$ cat config.mk
export PLATFORM = sky130hd
export DESIGN_NAME = score_display_flat
export DESIGN_NICKNAME = d
export VERILOG_FILES = /design/src/rtl/score_display_pkg.sv /design/src/rtl/score_display_if.sv /design/src/rtl/score_display_seg_digit_enc.sv /design/src/rtl/score_display.sv /design/src/flat_wrapper.sv
export SDC_FILE = /design/constraint.sdc
export NUM_CORES = 1
export LEC_CHECK = 0
export ABC_AREA = 1
export CORE_ASPECT_RATIO = 0.9
export CORE_MARGIN = 1
export CORE_UTILIZATION = 38
export DETAILED_ROUTE_END_ITERATION = 10
export PLACE_DENSITY = 0.56
export SYNTH_ARGS = -nofsm -noshare
export SYNTH_HDL_FRONTEND = slang
export SYNTH_SLANG_ARGS = --single-unit
export TNS_END_PERCENT = 10
$ cat constraint.sdc
create_clock -name clk -period 1.6 [get_ports clk]
set_clock_uncertainty 0.05 [all_clocks]
set_input_delay 0.4 -clock clk [delete_from_list [all_inputs] [get_ports clk]]
set_output_delay 0.4 -clock clk [all_outputs]
set_load 0.03 [all_outputs]
$ cat src/rtl/score_display_pkg.sv
// rtl/score_display_pkg.sv - segment codes, FSM state type and decimal range helper for score_display.
package score_display_pkg;

   localparam logic [6:0] SEG_0     = 7'b1000000;
   localparam logic [6:0] SEG_1     = 7'b1111001;
   localparam logic [6:0] SEG_2     = 7'b0100100;
   localparam logic [6:0] SEG_3     = 7'b0110000;
   localparam logic [6:0] SEG_4     = 7'b0011001;
   localparam logic [6:0] SEG_5     = 7'b0010010;
   localparam logic [6:0] SEG_6     = 7'b0000010;
   localparam logic [6:0] SEG_7     = 7'b1111000;
   localparam logic [6:0] SEG_8     = 7'b0000000;
   localparam logic [6:0] SEG_9     = 7'b0010000;
   localparam logic [6:0] SEG_BLANK = 7'b1111111;
   localparam logic [6:0] SEG_DASH  = 7'b0111111;

   typedef enum logic [1:0] {
      IDLE  = 2'd0,
      SHIFT = 2'd1,
      LATCH = 2'd2
   } state_t;

   // Largest value representable on the given number of decimal digits.
   function automatic int max_dec(input int digits);
      int r;
      r = 1;
      for (int i = 0; i < digits; i++) r = r * 10;
      return r - 1;
   endfunction

   function automatic logic [6:0] seg_code(input logic [3:0] nibble);
      case (nibble)
         4'd0:    return SEG_0;
         4'd1:    return SEG_1;
         4'd2:    return SEG_2;
         4'd3:    return SEG_3;
         4'd4:    return SEG_4;
         4'd5:    return SEG_5;
         4'd6:    return SEG_6;
         4'd7:    return SEG_7;
         4'd8:    return SEG_8;
         4'd9:    return SEG_9;
         default: return SEG_BLANK;
      endcase
   endfunction

endpackage

$ cat src/rtl/score_display_if.sv
// rtl/score_display_if.sv - load/ready request and display result bundle for score_display.
interface score_display_if #(
   parameter int WIDTH  = 10,
   parameter int DIGITS = 3
);
   logic [WIDTH-1:0]       value;
   logic                   load;
   logic                   ready;
   logic                   overflow;
   logic [DIGITS-1:0][6:0] leds;

   modport master (output value, load, input ready, overflow, leds);
   modport slave  (input value, load, output ready, overflow, leds);
endinterface

$ cat src/rtl/score_display_seg_digit_enc.sv
// rtl/score_display_seg_digit_enc.sv - one BCD nibble to active-low gfedcba segments, with forced blank.
module seg_digit_enc
   import score_display_pkg::*;
(
   input  logic [3:0] nibble,
   input  logic       blank,
   output logic [6:0] seg
);
   assign seg = blank ? SEG_BLANK : seg_code(nibble);
endmodule

$ cat src/rtl/score_display.sv
// rtl/score_display.sv - sequential double-dabble score to seven-segment driver.
// Optional leading-zero blanking when SCORE_DISPLAY_LZB_EN is defined.
module score_display
   import score_display_pkg::*;
#(
   parameter int WIDTH  = 10,
   parameter int DIGITS = 3
) (
   input  logic            clk,
   input  logic            reset_n,
   score_display_if.slave  bus
);
   localparam int          BCDW = DIGITS * 4;
   localparam int          CW   = $clog2(WIDTH + 1);
   localparam logic [31:0] MAXV = 32'(max_dec(DIGITS));
`ifdef SCORE_DISPLAY_LZB_EN
   localparam logic [6:0]  RST_UPPER = SEG_BLANK;
`else
   localparam logic [6:0]  RST_UPPER = SEG_0;
`endif

   state_t                 state;
   logic [BCDW-1:0]        bcd;
   logic [BCDW-1:0]        bcd_adj;
   logic [WIDTH-1:0]       bin;
   logic [CW-1:0]          cnt;
   logic                   ovf_cap;
   logic                   ovf_q;
   logic [DIGITS-1:0][6:0] leds_q;
   logic [DIGITS-1:0][6:0] seg_out;
   logic [DIGITS-1:0]      blank;
   logic                   accept;

   // LATCH counts as ready so a held load is taken on the latching edge.
   assign bus.ready    = (state != SHIFT);
   assign bus.leds     = leds_q;
   assign bus.overflow = ovf_q;
   assign accept       = bus.load && bus.ready;

   always_comb begin
      bcd_adj = bcd;
      for (int i = 0; i < DIGITS; i++) begin
         if (bcd[i*4 +: 4] >= 4'd5) bcd_adj[i*4 +: 4] = bcd[i*4 +: 4] + 4'd3;
      end
   end

`ifdef SCORE_DISPLAY_LZB_EN
   always_comb begin
      logic nz;
      nz    = 1'b0;
      blank = '0;
      for (int i = DIGITS - 1; i > 0; i--) begin
         nz       = nz | (bcd[i*4 +: 4] != 4'd0);
         blank[i] = !nz;
      end
   end
`else
   assign blank = '0;
`endif

   for (genvar g = 0; g < DIGITS; g++) begin : g_dig
      seg_digit_enc u_enc (
         .nibble (bcd[g*4 +: 4]),
         .blank  (blank[g]),
         .seg    (seg_out[g])
      );
   end

   always_ff @(posedge clk or negedge reset_n) begin
      if (!reset_n) begin
         state   <= IDLE;
         bcd     <= '0;
         bin     <= '0;
         cnt     <= '0;
         ovf_cap <= 1'b0;
         ovf_q   <= 1'b0;
         for (int i = 0; i < DIGITS; i++) leds_q[i] <= (i == 0) ? SEG_0 : RST_UPPER;
      end else begin
         case (state)
            IDLE: ;
            SHIFT: begin
               {bcd, bin} <= {bcd_adj, bin} << 1;
               cnt        <= cnt - 1'b1;
               if (cnt == CW'(1)) state <= LATCH;
            end
            LATCH: begin
               leds_q <= ovf_cap ? {DIGITS{SEG_DASH}} : seg_out;
               ovf_q  <= ovf_cap;
               state  <= IDLE;
            end
            default: state <= IDLE;
         endcase
         if (accept) begin
            bin     <= bus.value;
            bcd     <= '0;
            cnt     <= CW'(WIDTH);
            ovf_cap <= ({{(32-WIDTH){1'b0}}, bus.value} > MAXV);
            state   <= SHIFT;
         end
      end
   end
endmodule
$ cat src/flat_wrapper.sv
// flat-port wrapper written by rule: the top's interface ports become plain ports
module score_display_flat import score_display_pkg::*;
#(
   parameter int WIDTH  = 10,
   parameter int DIGITS = 3
)
  (clk, reset_n, bus_value, bus_load, bus_ready, bus_overflow, bus_leds);
  score_display_if #(.WIDTH(WIDTH), .DIGITS(DIGITS)) bus_i ();
  input  logic clk;
  input  logic reset_n;
  input wire logic [$bits(bus_i.value)-1:0] bus_value;
  input wire logic [$bits(bus_i.load)-1:0] bus_load;
  output wire logic [$bits(bus_i.ready)-1:0] bus_ready;
  output wire logic [$bits(bus_i.overflow)-1:0] bus_overflow;
  output wire logic [$bits(bus_i.leds)-1:0] bus_leds;
  assign bus_i.value = bus_value;
  assign bus_i.load = bus_load;
  assign bus_ready = bus_i.ready;
  assign bus_overflow = bus_i.overflow;
  assign bus_leds = bus_i.leds;
  score_display #(.WIDTH(WIDTH), .DIGITS(DIGITS)) u_core (.clk(clk), .reset_n(reset_n), .bus(bus_i));
endmodule
### Word level (Yosys, flattened, before mapping)

Memories as Yosys holds them, arrays and structs flattened.
Cells that the tools add are included.

* shift operators: 0
* muxes and demuxes: 13
* $lt $le $gt $ge: 4
* equality and inequality tests: 6
* multipliers: 0
* $add $sub $neg: 4
* divide/modulo/power cells: 0
* reductions and logical operators: 4
* bitwise operators: 0

Operator list (number)
* 12-bit 2-to-1 mux: 2
* 21-bit 2-to-1 mux: 1
* 10-bit 2-to-1 mux: 2
* 4-bit 2-to-1 mux: 4
* 4-bit by 3-bit greater-or-equal comparator with 1-bit output (second input constant): 3
* 10-bit > comparator (second input constant): 1
* 4-bit by 2-bit adder with 4-bit output (second input constant): 2
* 4-bit by 1-bit equality test with 1-bit output (second input constant): 1
* 2-bit 2-to-1 mux: 2
* 2-bit by 1-bit != test with 1-bit output (second input constant): 2
* 2-bit one-hot mux with 2 select lines: 1
* 4-bit by 1-bit subtractor with 4-bit output (second input constant): 1
* 3-bit by 2-bit adder with 3-bit output (second input constant): 1
* 3-bit 2-to-1 mux: 1
* 3-bit by 1-bit != test with 1-bit output (second input constant): 1
* 2-bit by 1-bit equality test with 1-bit output (second input constant): 1
* 2-bit equality test (second input constant): 1
* 2-bit logical NOT: 1
* 2-bit AND reduction: 1
* 2-bit nonzero test: 1
* 1-bit logical AND: 1

* latch bits: 0
* memories kept: 3
* output and inout bits: 23
* flip-flop bits (word level): 51
* RAM bits: 0
* word-level logic and storage cells: 43
* bits of input ports: 13
* bits in read-only memories: 336

Memory list
* (no name shown): depth 16, width 7, read ports 1, clocked after memory_dff 0, write ports 0, RTL line score_display_pkg.sv:32 `case (nibble)`
* (no name shown): depth 16, width 7, read ports 1, clocked after memory_dff 0, write ports 0, RTL line score_display_pkg.sv:32
* (no name shown): depth 16, width 7, read ports 1, clocked after memory_dff 0, write ports 0, RTL line score_display_pkg.sv:32

### Depth between registers and ports, before layout

* word-level depth: 4
* depth in mapped cells: 8
* mapped depth without buffers: 8

### Hierarchy

From an unflattened synthesis, not the netlist that was laid out.

* cell total of the unflattened synthesis: 392
* area total of the unflattened synthesis: 2981.6 sq um

Modules (own cells, without submodules)
* score_display: sequential area each 1280.0 sq um, instances 1, cells an instance 281, area each 2369.8 sq um
* seg_digit_enc: sequential area each 0.0 sq um, instances 3, cells an instance 37, area each 203.9 sq um

### Worst setup path after synthesis

OpenSTA, ideal clock, no wires.

* path kind: register to register
* start point: reg u_core.bcd[0]
* end point: reg u_core.bcd[3]
* slack: 0.212 ns
* data required time: 1.422 ns
* clock period less this slack: 1.388 ns
* stages on the path, launching flop included: 8
* library setup time: 0.128 ns
* arrival time: 1.210 ns
* path buffers: 0
* cell sequence: dfrtp_1 > inv_1 > ha_1 > ha_1 > inv_1 > nand2_1 > nand3_1 > o21ai_0

* cells in the longest elaborated chain, start to end: 4
* elaborated cells between the ends (all ways): 5
* classes of those cells: add/sub: 1; order compare: 1; mux: 3

RTL lines
* start: declaration: RTL line score_display.sv:23 `logic [BCDW-1:0] bcd;`
* start signal: assignment: RTL line score_display.sv:82 `{bcd, bin} <= {bcd_adj, bin} << 1;`
* 4-bit by 2-bit adder with 4-bit output / 4-bit by 3-bit greater-or-equal comparator with 1-bit output (equally long branches): RTL line score_display.sv:43 `if (bcd[i*4 +: 4] >= 4'd5) bcd_adj[i*4 +: 4] = bcd[i*4 +: 4] + 4'd3;`
* 4-bit 2-to-1 mux *: RTL line score_display.sv:43
* 12-bit 2-to-1 mux *: RTL line score_display.sv:79 `case (state)`
* 12-bit 2-to-1 mux *: RTL line score_display.sv:93 `if (accept) begin`

Mark *: on every way between the ends. The rest lies on a longest branch, timed or not. The select of a mux whose other input is x is not followed.
A chain may end at the register's enable or synchronous reset.

### Worst setup path in the final report

* start point: reg u_core.state[0]
* end point: out bus_ready

* cells in the longest elaborated chain, start to end: 1

RTL lines
* start: declaration: RTL line score_display.sv:22 `state_t state;`
* start signal: assignment: RTL line score_display.sv:71 `state <= IDLE;`
* start signal: assignment: RTL line score_display.sv:84 `if (cnt == CW'(1)) state <= LATCH;`
* start signal: assignment: RTL line score_display.sv:89 `state <= IDLE;`
* 2-bit by 1-bit != test with 1-bit output: RTL line score_display.sv:35 `assign bus.ready = (state != SHIFT);`
* end: declaration: RTL line flat_wrapper.sv:13 `output wire logic [$bits(bus_i.ready)-1:0] bus_ready;`

No other way between the ends.

==> impl_metrics.py <==
metrics = {
    "floorplanning": {
        "core_area_sq_um": 7080,
        "die_h_um": 83.3,
        "die_x_um": 92.3,
        "start_util_pct": 39.4,
        "rows": 29,
        "ios": 36,
        "die_area_sq_um": 7690,
    },
    "clock_tree": {
        "cts_made_buffers": 5,
        "cts.path.max_buffers": 2,
        "cts_root_buffer": "clkbuf_8",
        "insertion_delay_ns": 0.31,
        "cts_max_level": 2,
        "cts_tree": "yes",
        "ctsHoldBuffers": 0,
        "path_clk_slew_ns": 0.10,
        "cts.sink_count": 51,
    },
    "critical_path": {
        "worstPathArrival_ns": 1.11,
        "critPathSlowestCell": "dfrtp_1",
        "cp_top_family": "flip-flops",
        "timing.critical_path.cells": "nand2_4 -> buf_4",
        "cp_slowest_stage_delay_ns": 0.46,
        "end_kind": "primary output",
        "worstSetupStartpointType": "register",
        "path_max_fanout": 7,
        "worstSetupPathType": "reg -> out",
        "required_ns": 1.15,
        "path_buf_inv": 1,
    },
    "synthesis": {
        "syn-num-nets": 394,
        "ys_ff_latch": 51,
        "syn_area_sq_um": 2790,
        "netlist.area_leader.share_pct": 43.0,
        "yosys_warnings": 0,
        "yosysSeqAreaShare_pct": 45.9,
        "synthCells": 364,
        "synth_cell_types": 27,
        "avgSynthCellArea_sq_um": 7.67,
        "synth_top_cell_by_area": "dfrtp_1",
        "synthTopCellsByArea": "dfrtp_1 (43%), nand2_1 (14%), ha_1 (7.6%)",
    },
    "placement": {
        "io_buffers": 35,
        "pre_cts_slack_ns": 0.0496,
        "gp_congestion": 0.850,
        "dpl_cell_area_sq_um": 3350,
        "hpwl_mm": 4.36,
    },
    "detailed_routing": {
        "drcViolationCount": 0,
        "vias": 2374,
        "wl_per_cell_um": 11.6,
        "firstDrtPassIters": 4,
        "ant_nets": 0,
        "drt_iter0_markers": 107,
        "viasPerCell": 4.65,
        "wl_mm": 5.92,
    },
    "sta": {
        "slew_violations": 0,
        "tightest_slew_ns": 0.419,
        "hold_ws_ns": 0.0234,
        "setup_viol_count_final": 0,
        "hold_viol": 0,
        "finalCritPeriodShare_pct": 97.5,
        "min_period_ns": 1.56,
        "fin_ws_ns": 0.0399,
        "maxSlewHeadroom_pct": 71.8,
        "tns_ns": 0,
        "rsz0062_at_grt": "false",
        "maxClockFrequency_ghz": 0.641,
    },
    "pwr": {
        "irDropWorstVdd_uv": 887,
        "p_leak_nw": 1.77,
        "power_density_nw_per_um2": 1980,
    },
    "cells_and_area": {
        "syn2layout_area_growth_pct": 23.9,
        "nets": 447,
        "layout-drive-gt1-share_pct": 10.5,
        "postLayoutCellArea_sq_um": 3460,
        "antennaDiodeCount": 0,
    },
    "outcome": {
        "outcome": "finished clean",
    },
    "grt": {
        "grt_max_degree": 52,
        "antenna_found_initial": 0,
        "grt_pass1_vias": 2140,
        "grt_usage_pct": 16.8,
        "grt-ovfl-total": 0,
        "grt_pass1_wl_mm": 10.2,
    },
    "worst_hold_path": {
        "min_path_type": "in -> async",
    },
    "job": {
        "cap_violations": 0,
    },
}
==> metal layers <==
layer,global-route usage (%),vias up,part of all wire (%)
met2,25.7,47,43
li1,-,1255,-
met4,4.69,0,1.2
met5,0,-,0
met3,3.02,7,3.7
met1,24.4,1065,52
==> synth_stat cells, drive strengths merged <==
cell / instances
nor2: 58
nand3b: 2
dfstp: 3
a21oi: 9
o211ai: 7
inv: 42
nor3: 1
o21ai: 22
o22ai: 1
nor4: 1
o21bai: 3
buf: 8
nand3: 34
ha: 17
or2: 1
clkinv: 1
dfrtp: 48
nand2: 106
==> area by class of cell <==
cell class                      count  area (sq um)
Fill cell                         721          3620
Inverter                           43           164
Sequential cell                    51          1280
Timing Repair Buffer               54           479
Clock inverter                      2          35.0
Multi-Input combinational cell    262          1300
Tap cell                           93           116
Clock buffer                        6          82.6
==> state kept, by name, indices dropped and copies added, names as in the netlist <==
| name | cells |
|---|---|
| u_core.bus.overflow | 1 |
| u_core.bcd | 12 |
| u_core.state | 2 |
| u_core.bus.leds | 21 |
| u_core.ovf_cap | 1 |
| u_core.bin | 10 |
| u_core.cnt | 4 |
==> where the power goes <==
part	switching, mW	internal, mW	leakage (nW)
clock network	0.440	0.507	0.0612
logic	2.33	1.41	1.10
registers	0.348	1.81	0.610
total	3.12	3.73	1.77
==> logic make-up (layout without fill, tap and decap cells) <==
family | after synthesis | in the layout | share of synthesized area (%)
adder cells (fa/ha/maj) | 17 | 17 | 7.62
AO/OA/AOI/OAI | 42 | 42 | 8.48
buffers and inverters | 51 | 105 | 7.71
flip-flops | 51 | 51 | 45.9
AND/OR/NAND/NOR | 203 | 203 | 30.3
==> path summary, 6_finish.rpt <==
| kind | to | start | cells after the start | slack (ns) |
|---|---|---|---|---|
| worst max-delay path | bus_ready | u_core.state[0] | 2 | 0.04 |
| worst min register to register | u_core.state[1] | u_core.cnt[3] | 1 | 0.42 |
| min in group clk | u_core.state[1] | u_core.cnt[3] | 1 | 0.42 |
| worst min-delay path | u_core.bus.leds[0] | reset_n | 2 | 0.02 |
| worst max register to register | u_core.bcd[2] | u_core.bcd[0] | 8 | 0.17 |
| max in group asynchronous | u_core.bus.leds[13] | reset_n | 2 | 1.20 |
==> per-stage QoR <==
| stage | util (%) | cells | power [mW] |
|---|---|---|---|
| final | 48.9 | 511 | 6.84 |
| after global routing | 48.9 | 511 | 7.51 |
| after CTS | 48.8 | 510 | 6.89 |
| after detailed placement | 47.4 | 502 | 6.02 |
| after global placement | 47.4 | 502 | 5.99 |
| after floorplan | - | 364 | 4.79 |
==> layout by cell type (no fill, tap or decap), drive strengths merged <==
| cell type | Yosys | final |
|---|---|---|
| o21bai | 3 | 3 |
| a21oi | 9 | 9 |
| inv | 42 | 42 |
| buf | 8 | 24 |
| dfstp | 3 | 3 |
| clkinv | 1 | 2 |
| nor2 | 58 | 58 |
| clkdlybuf4s50 | 0 | 11 |
| nor3 | 1 | 1 |
| ha | 17 | 17 |
| or2 | 1 | 1 |
| bufinv | 0 | 1 |
| o211ai | 7 | 7 |
| o21ai | 22 | 22 |
| nand3b | 2 | 2 |
| o22ai | 1 | 1 |
| dfrtp | 48 | 48 |
| dlygate4sd2 | 0 | 19 |
| nand2 | 106 | 106 |
| nand3 | 34 | 34 |
| nor4 | 1 | 1 |
| clkbuf | 0 | 6 |
==> timing repair <==
action,CTS,global route
endpoints found under the setup margin,20,1
hold endpoints to repair,0,0
resized for setup,21,0
buffers inserted,0,1
Power figures use the tool's default switching activity.
==> variant 1 (same settings) <==
`DIGITS` is set to 3 in 3 places; all go to 2.
--- a/src/rtl/score_display_if.sv
+++ b/src/rtl/score_display_if.sv
@@ -3,3 +3,3 @@
    parameter int WIDTH  = 10,
-   parameter int DIGITS = 3
+   parameter int DIGITS = 2
 );
--- a/src/rtl/score_display.sv
+++ b/src/rtl/score_display.sv
@@ -6,3 +6,3 @@
    parameter int WIDTH  = 10,
-   parameter int DIGITS = 3
+   parameter int DIGITS = 2
 ) (
--- a/src/flat_wrapper.sv
+++ b/src/flat_wrapper.sv
@@ -4,3 +4,3 @@
    parameter int WIDTH  = 10,
-   parameter int DIGITS = 3
+   parameter int DIGITS = 2
 )
Interface: changed (resized bus_leds); port bits go from 36 to 29. The function was not compared with the original's and may differ.
==> variant 1 against the original RTL <==
- critical path depth grew 1
- die area shrank 22%
- combinational power shrank 34%
- worst hold slack lost 0.018 ns
- routed wire length shrank 29%
- sequential power shrank 23%
- fmax grew 1.8%
- utilization grew 0.071 points
- power shrank 30%
- worst setup slack gained 0.027 ns
- synthesized area shrank 22%
- cell area shrank 24%
- sequential cell count shrank 11
- first-iteration DRC count shrank 16%
- critical endpoint unchanged
==> variant 1: results (changes against the original RTL) <==
[routing]
vias=1788  ; was 2,374
post_drt_wl_per_cell_um=11.13  ; was 11.58 um

[cts]
worstSkewPairLatency_ns=0.29  ; was 0.31 ns
path_clk_slew_ns=0.07  ; was 0.10 ns

[cells_and_area]
clock_cell_area_share_pct=3.422  ; was 3.402%
nClkBuffers=8  ; was 6
seq_area_share_pct=38.17  ; was 37.02%
largest_reg_flops=14  ; was 21
multi_input_comb_cells=193  ; was 262
n_fill_cell=557  ; was 721
fin_cells=380  ; was 511
flops_and_latches=40  ; was 51
buffer_area_share_pct=12.60  ; was 13.86%
drive_above_1_share_pct=12.46  ; was 10.53%
signal_buffers=37  ; was 54

[placement]
dp_slack_ns=0.01586  ; was 0.04957 ns
hpwl_um=3176  ; was 4360 um
finalWeightedCongestion=0.8102  ; was 0.8500

[die]
nWellTaps=67  ; was 93

[global_routing]
met2_usage_pct=24.81  ; was 25.66%
grt_pass1_vias=1604  ; was 2,140

[synth]
synth_cells=274  ; was 364
synthAdderAreaFrac_pct=7.493  ; was 7.623%
synth_compound_area_share_pct=8.127  ; was 8.475%

[run_status]
outcome=complete, no violations  ; unchanged

[worst_setup_path]
critPathArrivalTime_ns=1.08  ; was 1.11 ns

[power]
ir_drop_v=0.0008782  ; was 0.0008871 V
clkPwrFrac_pct=14.2  ; was 13.8%

-- variant 1: cell count changes after synthesis, sizes merged, moves of 4 or more --
cell / delta
dfrtp: -10
o21ai: -10
nor2: -27
nand2: -21
inv: -8
a21oi: +4
ha: -4
nand3: -10
-- variant 1: logic make-up after synthesis --
logic type / after synthesis
flops: 40
fa+ha+maj: 13
buf+inv: 41
simple gates: 148
compound gates: 32
-- variant 1: what timing repair did --
item                                    4_1_cts  5_1_grt
gates resized for setup                      13        1
endpoints found under the setup margin       13        1
gates cloned                                  0        0
-- variant 1: metal layers --
metal / part of all wire [%] / vias up
met4: 1.3 / 0
met3: 4.5 / 7
met1: 52 / 797
met2: 42 / 41
li1: - / 943
met5: 0 / -
-- variant 1: worst max-delay path, stage by stage (launching register included) --
cell     delay (ns)
dfrtp_2        0.44
inv_2          0.07
nand2_4        0.09
buf_4          0.19
-- variant 1: worst paths after layout --
kind	slack (ns)	endpoint	start	depth (start not counted)
setup / recovery	0.07	bus_ready	u_core.state[1]	3
hold / removal	0.005	u_core.bus.leds[1]	reset_n	1
setup reg to reg	0.18	u_core.bus.leds[8]	u_core.state[0]	8
hold reg to reg	0.42	u_core.bus.leds[6]	u_core.bus.leds[6]	2
max in group asynchronous	1.01	u_core.bin[7]	reset_n	2
min in group clk	0.42	u_core.bus.leds[6]	u_core.bus.leds[6]	2
-- variant 1: per-stage QoR --
stage | hold WS, ns | cell area [um^2] | power (uW)
2_1_floorplan | 0.05441 | 2171 | 3504
6_report | 0.004949 | 2633 | 4814
3_3_place_gp | 0.3245 | 2557 | 4201
4_1_cts | 0.006016 | 2631 | 4871
3_5_place_dp | 0.3254 | 2557 | 4218
5_1_grt | 0.03020 | 2633 | 5302
==> variant 2 (same flow settings) <==
Made on the original files. Encoding of `state_t`: now one-hot (3 bits for 3 states).
--- a/src/rtl/score_display_pkg.sv
+++ b/src/rtl/score_display_pkg.sv
@@ -16,6 +16,6 @@
 
-   typedef enum logic [1:0] {
-      IDLE  = 2'd0,
-      SHIFT = 2'd1,
-      LATCH = 2'd2
+   typedef enum logic [2:0] {
+      IDLE  = 3'b001,
+      SHIFT = 3'b010,
+      LATCH = 3'b100
    } state_t;
Check against the original RTL: no difference found for any inputs over 10 cycles, from zero or initial values and one cycle with reset_n low; not proved beyond that.
==> variant 2 against the original RTL <==
- sequential cell count is 1 higher
- die area is 3.5% higher
- cell area is 1.6% higher
- global-route usage is 0.70 points higher
- combinational power is 19% lower
- highest routed layer unchanged
- critical endpoint unchanged
- first-iteration DRC count is 47% lower
- synthesized area is 3.6% higher
- utilization is 0.20 points lower
- routed wire length is 5.9% higher
- worst setup slack worse by 0.011 ns
- register-to-register slack worse by 0.03 ns
- sequential power is 2% lower
- power is 10% lower
==> variant 2: results (changes against the original RTL) <==
[synth]
ys_seq_area_share_pct=45.18  ; was 45.87%
syn_nets=407  ; was 394
ys_warn_count=0  ; unchanged
synth_area_leaders=dfrtp_1 (42%), nand2_1 (15%), ha_1 (7.4%)  ; was dfrtp_1 (43%), nand2_1 (14%), ha_1 (7.6%)
synth_common_cells=nand2_1 (117), nor2_1 (53), dfrtp_1 (48)  ; was nand2_1 (104), nor2_1 (55), dfrtp_1 (48)
synth.top_cell.area_share_pct=41.54  ; was 43.05%
netlist-cell-type-count=26  ; was 27

[routing]
drtIter0Drc=57  ; was 107
dr.pass1.iters=4  ; unchanged
vias_per_cell=4.635  ; was 4.646
post_drt_wl_per_cell_um=12.03  ; was 11.58 um

[cells_and_area]
largest_reg_flops=21  ; unchanged
final_net_count=457  ; was 447
drive_above_1_share_pct=11.21  ; was 10.53%

[power]
ir_drop_v=0.0008239  ; was 0.0008871 V
p_leak_uw=0.001749  ; was 0.001771 uW

[placement]
finalWeightedCongestion=0.8282  ; was 0.8500
hpwl_um=4494  ; was 4360 um
placed_cell_area_um2=3378  ; was 3351 um^2

[worst_setup_path]
cp_max_fo=3  ; was 7

[sta]
worstMarginPinSlew_ns=0.3661  ; was 0.4191 ns

[global_routing]
grt_usage_pct=17.53  ; was 16.83%
antenna_found_initial=0  ; unchanged
grt_max_degree=53  ; was 52
grt_pass1_vias=2311  ; was 2,140
grt_pass1_wl_um=10960  ; was 10,190 um

[run_status]
outcome=complete, no violations  ; unchanged

[cts]
worstSkewPairLatency_ns=0.30
path_clk_slew_ns=0.10  ; about the same
cts_buffer_depth=2  ; unchanged

variant 2: kinds of logic after synthesis:
| family | Yosys count | share of synthesized area, % |
|---|---|---|
| buf+inv | 51 | 8.654 |
| simple gates | 222 | 32.28 |
| compound gates | 34 | 6.231 |
| flops | 52 | 45.18 |
| fa+ha+maj | 17 | 7.356 |
| xor+xnor | 1 | 0.3030 |
variant 2: report_power, final:
part / total, uW / internal (uW) / switching [uW] / leakage [uW]
clock network: 981 / 552 / 428 / 0.0000645
registers: 2120 / 1800 / 320 / 0.000583
logic: 3040 / 1110 / 1930 / 0.00110
variant 2: metal layers:
metal / global-route usage, % / vias up / part of all wire [%]
met5: 0 / - / 0
met1: 25.41 / 1096 / 52
met3: 2.989 / 2 / 2.7
met2: 26.94 / 35 / 44
li1: - / 1282 / -
met4: 4.615 / 0 / 0.70
variant 2: worst paths after layout:
path	start	endpoint	slack, ns	depth (start not counted)
max in group asynchronous	reset_n	u_core.state[0]	1.18	2
worst max-delay path	u_core.state[0]	bus_ready	0.03	3
worst min register to register	u_core.bus.leds[13]	u_core.bus.leds[13]	0.42	2
worst min-delay path	reset_n	u_core.bus.leds[16]	0.03	2
min in group clk	u_core.bus.leds[13]	u_core.bus.leds[13]	0.42	2
worst max register to register	u_core.state[0]	u_core.bus.leds[15]	0.14	5
variant 2: cell type report:
type / count / area (um^2)
clock inverter: 1 / 30.03
multi-input combinational: 274 / 1340
tap: 93 / 116.4
sequential: 52 / 1308
clock buffer: 7 / 96.34
fill: 731 / 3707
inverter: 40 / 152.6
timing repair buffer: 54 / 470.5
variant 2: per-stage QoR:
stage                     total power [uW]  worst slack (ns)  hold WS [ns]  std cells
after floorplan                       4306            0.2478       0.05441        377
after global placement                5236           0.06128        0.3685        510
after detailed placement              5271           0.03052        0.3679        510
after CTS                             6167          -0.07280       0.03598        518
after global routing                  6734          -0.01005       0.04687        521
final                                 6143           0.02858       0.03170        521
variant 2: timing repair:
item / CTS / global route
setup buffers: 0 / 3
gates resized for setup: 21 / 1
endpoints found under the setup margin: 20 / 1
hold endpoints to repair: 0 / 0
variant 2: worst max-delay path: stages, from the launching register on:
cell	delay (ns)
dfstp_2	0.57
nor2_4	0.05
nand2_4	0.07
buf_6	0.13
